File: src/rtl/fpu_pkg.sv
// Shared constants and types for the fpu adder and its operand feeder.
// Word format: {sign, exp[5:0] biased by 31, mant[24:0]}.
package fpu_pkg;

    localparam int FPU_LAT = 5;
    localparam int EXP_W   = 6;
    localparam int MANT_W  = 25;
    localparam int BIAS    = 31;

    localparam logic [3:0] STAT_EXACT     = 4'd0;
    localparam logic [3:0] STAT_INEXACT   = 4'd1;
    localparam logic [3:0] STAT_OVERFLOW  = 4'd2;
    localparam logic [3:0] STAT_UNDERFLOW = 4'd3;

    typedef logic [$clog2(FPU_LAT)-1:0] phase_t;

    typedef struct packed {
        logic [31:0] op_a;
        logic [31:0] op_b;
    } op_pair_t;

    function automatic logic is_range_err(input logic [3:0] st);
        return (st == STAT_OVERFLOW) || (st == STAT_UNDERFLOW);
    endfunction

endpackage

File: src/rtl/fpu_op_fifo.sv
// Operand-pair FIFO for the fpu feeder; pointers wrap mod DEPTH (power of 2).
// Push is refused when full, even if a pop happens on the same edge.
module fpu_op_fifo
    import fpu_pkg::*;
#(
    parameter int DEPTH = 4
) (
    input  logic                     clk,
    input  logic                     rst,
    input  logic                     push,
    input  op_pair_t                 wdata,
    input  logic                     pop,
    output op_pair_t                 rdata,
    output logic                     full,
    output logic                     empty,
    output logic [$clog2(DEPTH):0]   count
);

    localparam int AW = $clog2(DEPTH);

    op_pair_t       r_mem [DEPTH];
    logic [AW-1:0]  r_wr_ptr;
    logic [AW-1:0]  r_rd_ptr;
    logic [AW:0]    r_count;
    logic           w_push;
    logic           w_pop;

    assign full   = (r_count == (AW+1)'(DEPTH));
    assign empty  = (r_count == '0);
    assign count  = r_count;
    assign rdata  = r_mem[r_rd_ptr];
    assign w_push = push && !full;
    assign w_pop  = pop && !empty;

    always_ff @(posedge clk or posedge rst) begin
        if (rst) begin
            r_wr_ptr <= '0;
            r_rd_ptr <= '0;
            r_count  <= '0;
        end else begin
            if (w_push) r_wr_ptr <= r_wr_ptr + 1'b1;
            if (w_pop)  r_rd_ptr <= r_rd_ptr + 1'b1;
            case ({w_push, w_pop})
                2'b10:   r_count <= r_count + 1'b1;
                2'b01:   r_count <= r_count - 1'b1;
                default: r_count <= r_count;
            endcase
        end
    end

    always_ff @(posedge clk) begin
        if (w_push) r_mem[r_wr_ptr] <= wdata;
    end

endmodule

File: src/rtl/fpu_op_feeder.sv
// Issue/collect stage for the free-running 5-state fpu adder: one op in flight, results in order.
// Optional FPU_FEEDER_STATS_EN adds a saturating overflow/underflow result counter.
module fpu_op_feeder #(
    parameter int DEPTH   = 4,
    parameter int FPU_LAT = fpu_pkg::FPU_LAT
) (
    input  logic        clock100KHz,
    input  logic        reset,
    input  logic        in_valid,
    output logic        in_ready,
    input  logic [31:0] in_op_A,
    input  logic [31:0] in_op_B,
    output logic [31:0] fpu_op_A,
    output logic [31:0] fpu_op_B,
    input  logic [31:0] fpu_data,
    input  logic [3:0]  fpu_status,
    output logic        res_valid,
    input  logic        res_ready,
    output logic [31:0] res_data,
    output logic [3:0]  res_status,
    output logic [15:0] ovf_cnt
);

    import fpu_pkg::*;

    localparam int CW = $clog2(DEPTH) + 1;

    phase_t         r_phase;
    logic           r_inflight;
    logic           r_sampled;
    logic           r_res_valid;
    logic [31:0]    r_res_data;
    logic [3:0]     r_res_status;
    logic [31:0]    r_op_a;
    logic [31:0]    r_op_b;

    op_pair_t       w_head;
    logic           w_full;
    logic           w_empty;
    logic [CW-1:0]  w_count;
    logic           w_last;
    logic           w_first;
    logic           w_slot_free;
    logic           w_load;
    logic           w_capture;

    fpu_op_fifo #(.DEPTH(DEPTH)) u_fifo (
        .clk   (clock100KHz),
        .rst   (reset),
        .push  (in_valid && !w_full),
        .wdata ('{op_a: in_op_A, op_b: in_op_B}),
        .pop   (w_load),
        .rdata (w_head),
        .full  (w_full),
        .empty (w_empty),
        .count (w_count)
    );

    assign w_last      = (r_phase == phase_t'(FPU_LAT-1));
    assign w_first     = (r_phase == '0);
    // Slot must be empty or draining now: the capture is the only writer and comes 6 edges later.
    assign w_slot_free = !r_res_valid || res_ready;
    assign w_load      = w_last && !w_empty && !r_inflight && w_slot_free;
    assign w_capture   = w_first && r_inflight && r_sampled;

    always_ff @(posedge clock100KHz or posedge reset) begin
        if (reset) begin
            r_phase      <= '0;
            r_inflight   <= 1'b0;
            r_sampled    <= 1'b0;
            r_res_valid  <= 1'b0;
            r_res_data   <= '0;
            r_res_status <= '0;
            r_op_a       <= '0;
            r_op_b       <= '0;
        end else begin
            r_phase <= w_last ? '0 : r_phase + 1'b1;
            if (w_load) begin
                r_op_a     <= w_head.op_a;
                r_op_b     <= w_head.op_b;
                r_inflight <= 1'b1;
                r_sampled  <= 1'b0;
            end
            if (w_first && r_inflight && !r_sampled) r_sampled <= 1'b1;
            if (w_capture) begin
                r_res_data   <= fpu_data;
                r_res_status <= fpu_status;
                r_res_valid  <= 1'b1;
                r_inflight   <= 1'b0;
                r_sampled    <= 1'b0;
            end else if (r_res_valid && res_ready) begin
                r_res_valid <= 1'b0;
            end
        end
    end

`ifdef FPU_FEEDER_STATS_EN
    logic [15:0] r_ovf_cnt;

    always_ff @(posedge clock100KHz or posedge reset) begin
        if (reset) begin
            r_ovf_cnt <= '0;
        end else if (w_capture && is_range_err(fpu_status) && (r_ovf_cnt != 16'hFFFF)) begin
            r_ovf_cnt <= r_ovf_cnt + 16'd1;
        end
    end

    assign ovf_cnt = r_ovf_cnt;
`else
    assign ovf_cnt = '0;
`endif

    assign in_ready   = (w_count != CW'(DEPTH));
    assign fpu_op_A   = r_op_a;
    assign fpu_op_B   = r_op_b;
    assign res_valid  = r_res_valid;
    assign res_data   = r_res_data;
    assign res_status = r_res_status;

endmodule

File: config.mk
export PLATFORM = sky130hd
export DESIGN_NAME = fpu_op_feeder
export DESIGN_NICKNAME = d
export VERILOG_FILES = /design/src/rtl/fpu_pkg.sv /design/src/rtl/fpu_op_fifo.sv /design/src/rtl/fpu_op_feeder.sv
export SDC_FILE = /design/constraint.sdc
export NUM_CORES = 1
export LEC_CHECK = 0
export BUFFER_PORTS_ARGS = -buffer_cell sky130_fd_sc_hd__buf_4
export CORE_MARGIN = 2
export CORE_UTILIZATION = 46
export DETAILED_ROUTE_END_ITERATION = 10
export PLACE_DENSITY = 0.67
export SYNTH_ARGS = -nofsm -noshare
export SYNTH_HDL_FRONTEND = slang
export SYNTH_HIERARCHICAL = 1
export SYNTH_SLANG_ARGS = --single-unit
File: constraint.sdc
create_clock -name clock100KHz -period 3.73 [get_ports clock100KHz]
set_clock_uncertainty 0.05 [all_clocks]
set_input_delay 0.373 -clock clock100KHz [delete_from_list [all_inputs] [get_ports clock100KHz]]
set_output_delay 0.373 -clock clock100KHz [all_outputs]
set_load 0.1 [all_outputs]
==> reports/results.ini <==
[outcome]
status=finished, final reports clean

[worst_setup_path]
critical_path.max_stage_delay_ps=390
reg2reg_slack_ps=1340
arrival_ps=2760
cp_slowest_cell=dfrtp_1
end_kind=flip-flop
start_kind=flip-flop
crit_chain=inv_1 > ha_1 > and4_4 > o31a_1 > ha_1 > inv_1 > fa_1 > xor2_1 > nor2_1 > xor2_1
reg2reg_to=u_fifo/count[2]
r2r-start=r_phase[0]
crit_required_ps=4100
cp.buffers_inverters=2
cp_top_family=adder cells
crit_type=reg2reg
cp_max_fo=5
r2r_cells=10

[place]
gp_congestion=0.692
placed_cell_area_sq_um=15800
place_ws_ps=1370
portBuffers=205
dp.cells=1207
dpl.hpwl_mm=15.6

[cells_and_area]
syn2layout_area_growth_pct=25.9
layout.cells.non_filler=1321
nets=1013
mostFrequentLayoutCell=edfxtp_1
final_cell_mix=edfxtp_1, buf_4, dfrtp_1, mux2_2, mux4_2
drive_gt1_share_pct=48.3
finalInstanceArea_sq_um=17500

[route]
vias=6680
drt_iter0_markers=373
totalWireLength_mm=26.3
remaining_drc_errors=0
avgViaCountPerCell=5.06
dr.pass1.iters=4
drtAntennaViolNets=0
drt-wirelength-per-cell_um=19.9

[flow_run]
drv_cap=0

[clock_network]
clk_pin_slew_ps=60
cts_tree=yes
cts-root-buf=clkbuf_16
ctsLongestPathBuffers=3
cts_resized=0
clk_latency_ps=510
cts_sinks=369
numCtsBuffers=40
htree_levels=2

[sta]
worstMarginPinSlew_ps=1030
grt_setup_unrepaired=no
tns_ps=0
setup_viol=0
final_max_slew_viol_count=0
final-hold-violation-count=0
max-slew-margin-rel_pct=31.4
fin_ws_ps=1340
fmax_mhz=419
period_needed_ps=2390
fin_crit_sh_pct=63.9

[grt]
grt_overflow=0
grt_use_total_pct=16.8
grt_pass1_wl_mm=40.1
antenna_found_initial=1
grt_max_degree=66
grt_pass1_vias=7116

[logic_synthesis]
synth.distinct_cells=32
yosys_warnings=6
synth_area_sq_um=13900
synth_seq_area_share_pct=75.7
synth_top_cell_by_area=edfxtp_1
synthTopCellsByArea=edfxtp_1, dfrtp_1, mux4_2, mux2_2, mux2_4
ys_async_sr_fraction_pct=30.6
syn_inst=628
avgSynthCellArea_sq_um=22.1
synth_top_cell_area_share_pct=55.3
ys_ff_latch=369
synth-edff-count=256
synthFlopType=edfxtp_1

[floorplanning]
fp.dieW_um=178
die_h_um=178
fp-row-count=63
die_area_sq_um=31600
initial_core_util_pct=46.8
io-pin-count=222
core_sq_um=29700

[min_path]
hold_end=u_fifo/r_mem[1][21]
whs_path_depth=1
min_from=in_op_B[21]
hp-class=in2reg

## worst max path at each step
| stage | start | end | slack [ps] | cells past startpoint |
|---|---|---|---|---|
| 2_1_floorplan | reset | fpu_op_A[0] | 520 | 1 |
| 3_3_place_gp | u_fifo/count[2] | u_fifo/r_mem[0][9] | 1450 | 5 |
| 3_5_place_dp | r_phase[0] | u_fifo/count[2] | 1370 | 10 |
| 4_1_cts | r_phase[0] | u_fifo/count[2] | 1340 | 10 |
| 5_1_grt | r_phase[1] | u_fifo/count[2] | 1190 | 10 |
| 6_report | r_phase[0] | u_fifo/count[2] | 1340 | 10 |
## cells by family (layout without fill, tap and decap cells)
group	Yosys count	after routing	synth area share (%)
xor gates and xnor gates	6	6	0.378
adders and majority gates	8	8	0.774
buffers and inverters	52	339	2.55
muxes	167	167	19.4
AOI/OAI and AO/OA	4	4	0.189
and+or+nand+nor	21	21	0.972
DFF	369	369	75.7
other	1	17	0.0270
## registers in the layout, indices dropped and copies added, names as in the netlist
signal and flops:
u_fifo/r_mem 256, fpu_op_A 32, fpu_op_B 32, res_data 32
res_status 4, r_phase 3, u_fifo/count 3, u_fifo/r_rd_ptr 2
u_fifo/r_wr_ptr 2, r_inflight 1, r_sampled 1, res_valid 1
## Yosys cell counts, types with 3 or more instances
cell type	number
and2_1	4
xnor2_1	3
mux2_2	75
ha_1	7
edfxtp_1	256
mux2_4	27
mux4_2	64
inv_1	10
buf_2	13
buf_4	18
nand2_1	4
buf_6	10
dfrtp_1	113
xor2_1	3
nor2_1	4
## timing repair
item	in CTS	in global routing
hold buffers	36	6
endpoints found under the hold margin	121	16
buffers inserted	0	0
## stage by stage
step | hold WS [ps] | utilization (%)
2_1_floorplan | 126 | -
4_1_cts | 0.0125 | 58.7
3_5_place_dp | 309 | 53.3
3_3_place_gp | 309 | 53.3
5_1_grt | 0.272 | 58.9
6_report | 19.9 | 58.9
## final cells by class
class,count,area [sq um]
antenna,1,2.50
clock buffer,57,1160
clock inverter,14,88.8
fill,2187,12200
inverter,10,40.0
multi-input combinational,222,3090
sequential,369,10500
tap,390,488
timing repair buffer,258,2100
## layer usage
| layer | wire, um | GRT usage [%] |
|---|---|---|
| met3 | 1080 | 3.38 |
| met4 | 524 | 4.47 |
| met2 | 13700 | 29.3 |
| met1 | 11000 | 21.6 |
| met5 | 0 | 0 |
Power is not shown: default switching activity piles up to over one toggle a cycle in this logic, so the estimate is an artifact.
